--- config.mk ---
export PLATFORM = sky130hd
export DESIGN_NAME = cache_reader_8_16
export DESIGN_NICKNAME = d
export VERILOG_FILES = /design/src/rtl/cache_pkg.sv /design/src/rtl/cache_rd_mux_8_16.sv /design/src/rtl/cache_reader_8_16.sv
export SDC_FILE = /design/constraint.sdc
export NUM_CORES = 1
export LEC_CHECK = 0
export ABC_AREA = 1
export BUFFER_PORTS_ARGS = -buffer_cell sky130_fd_sc_hd__buf_4
export CAP_MARGIN = 20
export CELL_PAD_IN_SITES_DETAIL_PLACEMENT = 2
export CELL_PAD_IN_SITES_GLOBAL_PLACEMENT = 2
export CORE_UTILIZATION = 23
export DETAILED_ROUTE_END_ITERATION = 7
export GPL_ROUTABILITY_DRIVEN = 0
export GPL_TIMING_DRIVEN = 0
export HOLD_SLACK_MARGIN = 0.06
export PLACE_DENSITY_LB_ADDON = 0.1
export SLEW_MARGIN = 20
export SYNTH_ARGS = -nofsm -noshare
export SYNTH_HDL_FRONTEND = slang
export SYNTH_SLANG_ARGS = --single-unit
--- constraint.sdc ---
create_clock -name clk -period 4.63 [get_ports clk]
set_input_delay 0.926 -clock clk [delete_from_list [all_inputs] [get_ports clk]]
set_output_delay 0.926 -clock clk [all_outputs]
set_load 0.01 [all_outputs]
--- src/rtl/cache_pkg.sv ---
// cache_pkg
// Shared types and constants for the 8-entry x 16-bit cache register file
// and its reader/writer companions.
//   N_ENTRIES  : number of cache entries
//   WIDTH      : bits per entry
//   ADDR_W     : entry index width
//   word_t     : one cache entry
//   addr_t     : entry index
//   rd_state_t : reader control states
package cache_pkg;

  localparam int N_ENTRIES = 8;
  localparam int WIDTH     = 16;
  localparam int ADDR_W    = 3;

  typedef logic [WIDTH-1:0]  word_t;
  typedef logic [ADDR_W-1:0] addr_t;

  typedef enum logic {
    IDLE,
    STREAM
  } rd_state_t;

endpackage

--- src/rtl/cache_rd_mux_8_16.sv ---
// cache_rd_mux_8_16
// Combinational 8:1 x 16-bit entry select from the flat register-file bus.
// Ports:
//   memory_state_i : flat contents, entry i at bits [16i+15:16i]
//   addr_i         : entry to select
//   word_o         : selected entry
module cache_rd_mux_8_16
  import cache_pkg::*;
(
  input  logic [N_ENTRIES*WIDTH-1:0] memory_state_i,
  input  addr_t                      addr_i,
  output word_t                      word_o
);

  // Each entry is 16 bits wide, so the entry index shifted left by four
  // is the exact bit offset of that entry inside the flat bus.
  always_comb begin
    word_o = memory_state_i[{addr_i, 4'b0000} +: WIDTH];
  end

endmodule

--- src/rtl/cache_reader_8_16.sv ---
// cache_reader_8_16
// Read-side companion to the 8 x 16 cache register file. Serves single and
// wrapping burst reads over a valid/ready request channel and returns one
// beat per cycle over a valid/ready response channel.
// Optional feature macro: CACHE_READER_SNOOP_EN (adds wr_sel/wr_data and
// forwards an in-flight write into the beat being loaded).
// Ports:
//   clk, rst              : clock, asynchronous active-high reset
//   memory_state          : flat register-file contents
//   req_valid/req_ready   : request handshake
//   req_addr, req_burst   : first entry, single(0)/burst(1)
//   rsp_valid/rsp_ready   : response handshake
//   rsp_data, rsp_addr    : beat contents and its entry index
//   rsp_last              : final beat of the request
//   busy                  : streaming or holding a beat
//   wr_sel, wr_data       : (snoop build only) write being applied this edge
module cache_reader_8_16
  import cache_pkg::*;
#(
  parameter int BURST_LEN = 8
) (
  input  logic                       clk,
  input  logic                       rst,
  input  logic [N_ENTRIES*WIDTH-1:0] memory_state,
  input  logic                       req_valid,
  output logic                       req_ready,
  input  addr_t                      req_addr,
  input  logic                       req_burst,
  output logic                       rsp_valid,
  input  logic                       rsp_ready,
  output word_t                      rsp_data,
  output addr_t                      rsp_addr,
  output logic                       rsp_last,
`ifdef CACHE_READER_SNOOP_EN
  input  logic [N_ENTRIES-1:0]       wr_sel,
  input  word_t                      wr_data,
`endif
  output logic                       busy
);

  // Beats remaining after the second one; the first two beats are loaded
  // on the accept edge and the first STREAM edge respectively.
  localparam logic [2:0] COUNT_INIT = (BURST_LEN >= 2) ? 3'(BURST_LEN - 2) : 3'd0;

  rd_state_t  state_q, state_d;
  addr_t      ptr_q, ptr_d;
  logic [2:0] count_q, count_d;
  logic       rspValid_q, rspValid_d;
  word_t      rspData_q, rspData_d;
  addr_t      rspAddr_q, rspAddr_d;
  logic       rspLast_q, rspLast_d;

  logic       slotFree;
  logic       accept;
  addr_t      muxAddr;
  word_t      muxWord;
  word_t      loadWord;

  // The single output slot can take a new beat when it is empty or its
  // current beat is being consumed on this edge.
  assign slotFree  = !rspValid_q || rsp_ready;
  assign req_ready = (state_q == IDLE) && slotFree;
  assign accept    = req_valid && req_ready;

  // In IDLE the only possible load is the first beat of a new request, so
  // the mux follows req_addr; while streaming it follows the burst pointer.
  assign muxAddr = (state_q == STREAM) ? ptr_q : req_addr;

  cache_rd_mux_8_16 u_mux (
    .memory_state_i (memory_state),
    .addr_i         (muxAddr),
    .word_o         (muxWord)
  );

`ifdef CACHE_READER_SNOOP_EN
  // A write landing on the same entry this edge would not yet be visible on
  // memory_state, so take the write data directly.
  assign loadWord = wr_sel[muxAddr] ? wr_data : muxWord;
`else
  assign loadWord = muxWord;
`endif

  // Next-state and slot-load logic. Everything holds by default; a load
  // only happens with a free slot, which is what keeps beats from being
  // dropped or duplicated under backpressure.
  always_comb begin
    state_d    = state_q;
    ptr_d      = ptr_q;
    count_d    = count_q;
    rspValid_d = rspValid_q;
    rspData_d  = rspData_q;
    rspAddr_d  = rspAddr_q;
    rspLast_d  = rspLast_q;

    unique case (state_q)
      IDLE: begin
        if (accept) begin
          rspValid_d = 1'b1;
          rspData_d  = loadWord;
          rspAddr_d  = req_addr;
          if (!req_burst || BURST_LEN == 1) begin
            rspLast_d = 1'b1;
          end else begin
            rspLast_d = 1'b0;
            ptr_d     = addr_t'(req_addr + 3'd1);
            count_d   = COUNT_INIT;
            state_d   = STREAM;
          end
        end else if (slotFree) begin
          rspValid_d = 1'b0;
          rspLast_d  = 1'b0;
        end
      end

      STREAM: begin
        if (slotFree) begin
          rspValid_d = 1'b1;
          rspData_d  = loadWord;
          rspAddr_d  = ptr_q;
          ptr_d      = addr_t'(ptr_q + 3'd1);
          if (count_q == 3'd0) begin
            rspLast_d = 1'b1;
            state_d   = IDLE;
          end else begin
            rspLast_d = 1'b0;
            count_d   = count_q - 3'd1;
          end
        end
      end

      default: begin
        state_d = IDLE;
      end
    endcase
  end

  // State and output slot registers. Reset abandons any burst in flight.
  always_ff @(posedge clk or posedge rst) begin
    if (rst) begin
      state_q    <= IDLE;
      ptr_q      <= '0;
      count_q    <= '0;
      rspValid_q <= 1'b0;
      rspData_q  <= '0;
      rspAddr_q  <= '0;
      rspLast_q  <= 1'b0;
    end else begin
      state_q    <= state_d;
      ptr_q      <= ptr_d;
      count_q    <= count_d;
      rspValid_q <= rspValid_d;
      rspData_q  <= rspData_d;
      rspAddr_q  <= rspAddr_d;
      rspLast_q  <= rspLast_d;
    end
  end

  assign rsp_valid = rspValid_q;
  assign rsp_data  = rspData_q;
  assign rsp_addr  = rspAddr_q;
  assign rsp_last  = rspLast_q;
  assign busy      = (state_q != IDLE) || rspValid_q;

endmodule
* Word level (Yosys, flattened, before mapping)
Index checks and enable logic that the tools add are counted.
** Word-level totals
- Register bits :: 28
- Latch bits :: 0
- RAM bits :: 0
- Memory bits (read-only) :: 0
- Bits of input ports :: 136
- Output and inout port bits :: 23
- Logic and storage cells :: 57
- Memories :: 0
** Operators by class
- Add/subtract/negate cells :: 3
- Multipliers :: 0
- Divide/modulo/power cells :: 0
- Magnitude comparators :: 0
- Eq/ne operators :: 5
- Shift-type cells :: 1
- Muxes and demuxes :: 30
- Bitwise gates (word level) :: 1
- Reduce and logical (&&, ||, !) cells :: 10
** Operators by type and width (count)
- variable part select 128 x 8 -> 16 bit :: 1
- 2-to-1 mux 16 bit :: 2
- case mux 16 bit (2 select lines) :: 1
- 2-to-1 mux 3 bit :: 10
- case mux 3 bit (2 select lines) :: 3
- 2-to-1 mux 1 bit :: 11
- adder 3 x 1 -> 3 bit, second input constant :: 2
- inequality test 2 bit, second input constant :: 3
- case mux 1 bit (2 select lines) :: 3
- AND reduction 2 bit :: 2
- AND reduction 4 bit :: 1
- logical NOT 3 bit :: 1
- inequality test 3 bit, second input constant :: 1
- AND reduction 3 bit :: 1
- subtractor 3 x 1 -> 3 bit, second input constant :: 1
- logical AND 1 bit :: 2
- logical OR 1 bit :: 2
- inequality test 2 x 1 -> 1 bit, second input constant :: 1
- logical NOT 1 bit :: 1
- NOT 1 bit :: 1

* Depth between registers and ports, before layout
Gate-level depths: netlist of run 1.
- Word-level depth :: 6
- Depth in mapped cells :: 10
- Mapped depth without buffers :: 8

* By module
Synthesis of run 1 repeated with hierarchy kept, for this count alone.
** Unflattened totals
- Cells, all modules :: 589
- Area total of the unflattened synthesis :: 3074.2 um^2
** By module, submodules not included
- cache_rd_mux_8_16 :: times used 1, cells an instance 426, area each 1761.7 um^2, sequential area each 0.0 um^2
- cache_reader_8_16 :: times used 1, cells an instance 163, area each 1312.5 um^2, sequential area each 700.7 um^2

* Least setup slack after synthesis of run 1
Ideal clock, no wire load.
- Path kind :: input-to-output
- Start point :: in rsp_ready
- End point :: out req_ready
- Arrival time :: 1.140 ns
- Required time :: 3.704 ns
- Setup slack :: 2.564 ns
- Cell stages on the path :: 2
- Buffers on the path :: 0
- Cell sequence :: nor2_1 > nor2_1
** Between the ends
- Cells in the longest elaborated chain, start to end :: 2
** Ends and longest elaborated chain
- start, declared :: line cache_reader_8_16.sv:30 : input logic rsp_ready,
- logical OR 1 bit :: line cache_reader_8_16.sv:61 : assign slotFree = !rspValid_q || rsp_ready;
- logical AND 1 bit :: line cache_reader_8_16.sv:62 : assign req_ready = (state_q == IDLE) && slotFree;
- end, declared :: line cache_reader_8_16.sv:26 : output logic req_ready,
Every way passes these cells.

* Final worst setup path of run 1
Same ends and word-level chain as after synthesis.

==> impl_metrics.csv, run 1 <==
group,metric,value,unit
detailed_routing,firstDrtPassIters,4,
synth,synth-seq-area-share,0.245,
synth,synth_warnings,0,
synth,synth_edf_count,0,
layout,drive_gt1_frac,0.336,
setup_path,startpoint_type,"input pin",
timing,skew,0.00522,ns
detailed_routing,wl,13.8,mm
clock_network,path_clk_slew,0.08,ns
layout,nets,771,
placed_design,hpwlAfterDp,11.3,mm
detailed_routing,viasPerCell,4.76,
power,powerDensity,607,nW/um^2
synth,ys_types,22,
detailed_routing,drc,0,
synth,yosysMostFrequentCell,"nand3_1",
floorplan,die_h,114,um
timing,final.setup.worst_slack,2.35,ns
floorplan,core_area,12100,sq um
power,switching_share,0.515,
timing,setup_viol,0,
global_route,grt_start_max_net_pins,29,
power,sequentialPowerShare,0.169,
timing,fin_crit_sh,0.492,
setup_path,critPathArrivalTime,1.35,ns
setup_path,path_cells,"buf_4 > nor2_1 > nor2_1 > buf_4",
power,max-vdd-ir-drop,0.000231,V
synth,ys_seq_elements,28,
clock_network,postCtsSetupBuffers,0,
status,status,"finished clean",
detailed_routing,drt-initial-drc-count,176,
clock_network,clockBufferDepth,2,
timing,relSlewSlack,0.572,
global_route,use_met2,0.386,
setup_path,cpLargestDelayFamily,"buffers and inverters",
timing,period_needed,2.28,ns
timing,fmax,439,MHz
setup_path,worst_setup_path_end_kind,"output pin",
setup_path,worstSetupPathType,"in2out",
clock_network,clock_latency,0.27,ns
global_route,track_usage,0.217,
clock_network,cts_tree,"done",
clock_network,cts_buffers,3,
floorplan,io_pins,159,
setup_path,path_depth,4,
global_route,overflow,0,
clock_network,cts.sinks,28,
placed_design,port_buffers,158,
power,p_clk_frac,0.099,
setup_path,path_buf_inv,2,
power,switching_power,1.36,mW
run,drv_cap,0,
synth,avgSynthCellArea,6.11,sq um
setup_path,r2r_cells,9,
global_route,grt_pass1_vias,4087,
detailed_routing,vias,3807,
synth,yosys_most_used_dff,"dfrtp_1",
power,total_power,2.65,mW
clock_network,htreeDepth,1,
worst_hold_path,min_path_type,"reg2reg",
floorplan,die_w,114,um
synth,syn_area,2870,sq um
floorplan,initial_core_util,0.238,
timing,hold_viol,0,
setup_path,crit_required,3.70,ns
layout,area_growth_syn_to_layout,52.4,%
placed_design,pre_cts_ws,2.33,ns
synth,ys_top_cells_by_area,"nand3_1 34%, dfrtp_1 24%, nand2_1 13%",
power,p_int,1.29,mW
clock_network,cts_hold_buf,0,
clock_network,clockRootBuffer,"clkbuf_16",
placed_design,placed_cell_area,4260,sq um
global_route,grtUsageMet1,0.292,
timing,tightest_slew,0.641,ns
synth,yosysTopAreaCell,"nand3_1",
global_route,use_met3,0.0218,
worst_hold_path,min_path_cells,2,
synth,syn-instance-count,469,
layout,final_area,4370,sq um
timing,report.final.slew_viol_count,0,
synth,async_flop_share,1.00,
power,p_leak,2.46,nW
floorplan,die_area,12900,sq um
synth,yosys-top-cells-count,"195 x nand3_1, 99 x nand2_1, 75 x inv_1",
detailed_routing,wl_per_cell,17.3,um
synth,syn-num-nets,608,
clock_network,post_cts_resized,0,
setup_path,max_stage_delay,0.14,ns
global_route,grt_pass1_wl,21.7,mm
setup_path,worstPathMaxFanout,2,
layout,diodes,0,
floorplan,std_cell_rows,40,
global_route,grt_most_used_layer,"met2",
timing,setup_tns,0,ns
power,power.share.combinational,0.731,
setup_path,slowest_stage,"buf_4",
detailed_routing,postRouteAntennaNets,0,
global_route,antenna_found_initial,0,
layout,final_util,0.362,
timing,rsz0062_at_grt,"false",
synth,synth_top_area_share,0.341,
## layout by cell type, fill, tap and decap left out
master     Yosys  routed
inv_6          1       1
a21oi_1        1       1
buf_4          3     161
inv_2          0       1
xor2_1         1       1
clkbuf_16      0       3
buf_6         12      12
ha_1           3       3
o21ai_4        2       2
nand2_2        3       3
inv_1         75      74
a31oi_1        1       1
nand2_4        2       2
buf_2         20      20
nor2_4         3       3
nand2_1       99      99
o21ai_1        3       3
o21ai_2        2       2
nand3_1      195     195
o21ai_0        7       7
dfrtp_1       28      28
nor2_1         6       6
nand3b_1       1       1
bufinv_16      0       1
or2_2          1       1
## worst min-delay path: cells and delay by family (launching register included)
family | cells | cell delay, ns
compound gates | 1 | 0.06
flops | 1 | 0.35
simple gates | 1 | 0.05
## sequential cells by signal, summed over array words and instances (netlist names)
register and cells:
rsp_last 1, state_q 1, rsp_data 16, ptr_q 3, count_q 3, rsp_valid 1
rsp_addr 3
## through the flow
step | instances | hold slack [ns]
2_1_floorplan | 469 | 0.459
3_3_place_gp | 795 | 0.474
3_5_place_dp | 795 | 0.484
4_1_cts | 799 | 0.503
5_1_grt | 799 | 0.538
6_report | 799 | 0.498
## metal layers
layer / part of all wire / up-vias
met5: 0 / -
met4: 0.0037 / 0
met3: 0.050 / 4
met2: 0.50 / 111
met1: 0.45 / 1850
li1: - / 1842
## cells by family after synthesis
family | count (synthesis) | share of synthesized area
AO/OA/AOI/OAI | 16 | 0.0389
buffers and inverters | 111 | 0.191
adder cells (fa/ha/maj) | 3 | 0.0131
AND/OR/NAND/NOR | 310 | 0.509
XOR/XNOR | 1 | 0.00306
flip-flops | 28 | 0.245
## worst paths after layout
kind	start	end	slack, ns
worst max-delay path	rsp_ready	req_ready	2.35
worst min-delay path	count_q[0]	count_q[0]	0.50
worst max register to register	state_q	ptr_q[2]	2.80
worst min register to register	count_q[0]	count_q[0]	0.50
max in group asynchronous	rst	rsp_data[1]	3.46
min in group asynchronous	rst	rsp_valid	0.75
## power by group through the flow
stage	Combinational [mW]	Sequential (mW)	Clock, mW
final	1.94	0.449	0.263
after global routing	2.16	0.463	0.282
after CTS	1.97	0.452	0.274
after detailed placement	1.96	0.453	0
after global placement	1.90	0.448	0
after floorplan	1.20	0.473	0
## area by class of cell
type,instances,area [sq um]
fill,1525,7690
buffer,35,258
multi-input combinational,330,1620
clock inverter,1,30.0
tap,168,210
clock buffer,3,75.1
timing repair buffer,158,1190
inverter,76,290
sequential,28,701
Power figures use the tool's default switching activity.
==> run 2: changes to the inputs <==
--- a/config.mk
+++ b/config.mk
@@ -10,7 +10,7 @@
 export CAP_MARGIN = 20
 export CELL_PAD_IN_SITES_DETAIL_PLACEMENT = 2
 export CELL_PAD_IN_SITES_GLOBAL_PLACEMENT = 2
-export CORE_UTILIZATION = 23
+export CORE_UTILIZATION = 21
 export DETAILED_ROUTE_END_ITERATION = 7
 export GPL_ROUTABILITY_DRIVEN = 0
 export GPL_TIMING_DRIVEN = 0
==> constraint.sdc (replaced) <==
create_clock -name clk -period 2.15 [get_ports clk]
set_input_delay 0.43 -clock clk [delete_from_list [all_inputs] [get_ports clk]]
set_output_delay 0.43 -clock clk [all_outputs]
set_load 0.01 [all_outputs]
==> run 2 against run 1 <==
Against the previous run: clock power up 110%; routed wire length grew 1.9%; combinational power grew 120%; sequential share of layout area is essentially flat; clock skew grew 0.0050 ns; largest cell class unchanged.
==> impl_metrics.csv, run 2 (synthesis results as in run 1) <==
group,metric,value,unit
global_route,overflow,0,
power,p_clk_frac,0.098,
layout,area_growth_syn_to_layout,52.8,%
global_route,grt_pass1_wl,22.2,mm
timing,relSlewSlack,0.587,
clock_network,cts_buffers,3,
setup_path,path_cells,"buf_6 > nand2_2 > nand2_2 > buf_2 > ha_1 > or2_2 > nand3_1 > o21ai_0",
layout,multi_input_area,1620,sq um
detailed_routing,vias,3751,
power,switching_share,0.517,
placed_design,placed_cell_area,4270,sq um
clock_network,htreeDepth,1,
detailed_routing,wl,14.0,mm
global_route,grt_pass1_vias,4160,
detailed_routing,firstDrtPassIters,6,
timing,fin_crit_sh,0.856,
setup_path,critPathArrivalTime,2.00,ns
power,power.share.combinational,0.732,
power,switching_power,2.97,mW
layout,largest_reg_flops,16,
layout,filler_cell_count,1632,
detailed_routing,drc,0,
layout,diodes,0,
timing,hold_viol,0,
timing,fmax,543,MHz
setup_path,slowest_stage,"dfrtp_1",
setup_path,worst_setup_path_end_kind,"flip-flop",
floorplan,io_pins,159,
worst_hold_path,min_path_type,"in2async",
timing,tightest_slew,0.618,ns
power,max-vdd-ir-drop,0.000393,V
floorplan,die_h,119,um
placed_design,hpwlAfterDp,11.6,mm
global_route,antenna_found_initial,0,
timing,report.final.slew_viol_count,0,
floorplan,die_area,14100,sq um
clock_network,clockBufferDepth,2,
global_route,grt_start_max_net_pins,29,
timing,period_needed,1.84,ns
run,drv_cap,0,
detailed_routing,drt-initial-drc-count,171,
setup_path,worstSetupPathType,"reg2reg",
detailed_routing,viasPerCell,4.65,
layout,drive_gt1_frac,0.336,
layout,final_common_cell,"nand3_1",
placed_design,port_buffers,158,
setup_path,crit_top_cell,"nand2_2",
clock_network,cts_tree,"done",
setup_path,r2r_slack,0.31,ns
power,p_int,2.77,mW
setup_path,path_buf_inv,2,
timing,setup_viol,0,
setup_path,worstPathMaxFanout,10,
status,status,"finished clean",
layout,nets,771,
floorplan,core_area,13300,sq um
clock_network,cts.sinks,28,
timing,skew,0.0103,ns
layout,final_util,0.329,
setup_path,startpoint_type,"flip-flop",
setup_path,cpLargestDelayFamily,"simple AND/OR/NAND/NOR gates",
layout,final_cell_mix,"195 x nand3_1, 161 x buf_4, 99 x nand2_1",
layout,final_area,4380,sq um
clock_network,path_clk_slew,0.08,ns
detailed_routing,postRouteAntennaNets,0,
setup_path,max_stage_delay,0.38,ns
floorplan,std_cell_rows,42,
clock_network,post_cts_resized,0,
power,powerDensity,1310,nW/um^2
floorplan,die_w,119,um
setup_path,crit_required,2.30,ns
layout,seqCellArea,701,sq um
detailed_routing,wl_per_cell,17.4,um
clock_network,cts_hold_buf,0,
timing,setup_tns,0,ns
clock_network,clockRootBuffer,"clkbuf_16",
power,sequentialPowerShare,0.170,
timing,rsz0062_at_grt,"false",
power,p_leak,2.46,nW
floorplan,initial_core_util,0.216,
global_route,track_usage,0.201,
clock_network,clock_latency,0.27,ns
clock_network,postCtsSetupBuffers,0,
[run 2: cell counts in the layout (fill, tap and decap cells not counted)]
No cell type changed its count.
[run 2: path summary, 6_finish.rpt]
check                           start           to  depth (start not counted)
max                           state_q     ptr_q[2]                          8
min                               rst  rsp_data[4]                          2
max reg2reg                   state_q     ptr_q[2]                          8
min reg2reg                count_q[0]   count_q[0]                          2
max in group asynchronous         rst     ptr_q[0]                          2
min in group clk            req_burst     rsp_last                          3
[run 2: stage by stage]
stage | power (mW) | hold WS, ns | worst slack, ns | std cells
floorplan | 3.61 | 0.459 | 0.595 | 469
global placement | 5.10 | 0.475 | 0.342 | 803
detailed placement | 5.26 | 0.483 | 0.313 | 803
CTS | 5.84 | 0.267 | 0.274 | 807
global route | 6.29 | 0.285 | 0.206 | 807
finish | 5.74 | 0.238 | 0.309 | 807
[run 2: final cells by class]
type,instances,share of cell area
multi-input cells,330,0.369
repair buffers,158,0.271
flip-flops and latches,28,0.160
inverters,76,0.0663
plain buffers,35,0.0589
well taps,176,0.0503
clock buffers,3,0.0172
clock inverters,1,0.00686
[run 2: routing by layer]
| layer | share of wire | vias up | global-route usage |
|---|---|---|---|
| met5 | 0 | - | 0 |
| met4 | 0.0068 | 0 | 0.0301 |
| met3 | 0.040 | 7 | 0.0212 |
| met2 | 0.49 | 101 | 0.348 |
| met1 | 0.46 | 1800 | 0.273 |
| li1 | - | 1843 | - |
[run 2: power by group through the flow]
| stage | clock network, mW | logic (mW) | registers (mW) |
|---|---|---|---|
| 3_5_place_dp | 0 | 4.27 | 0.983 |
| 5_1_grt | 0.600 | 4.68 | 1.01 |
| 4_1_cts | 0.573 | 4.29 | 0.979 |
| 6_report | 0.563 | 4.20 | 0.974 |
| 2_1_floorplan | 0 | 2.59 | 1.02 |
| 3_3_place_gp | 0 | 4.12 | 0.983 |
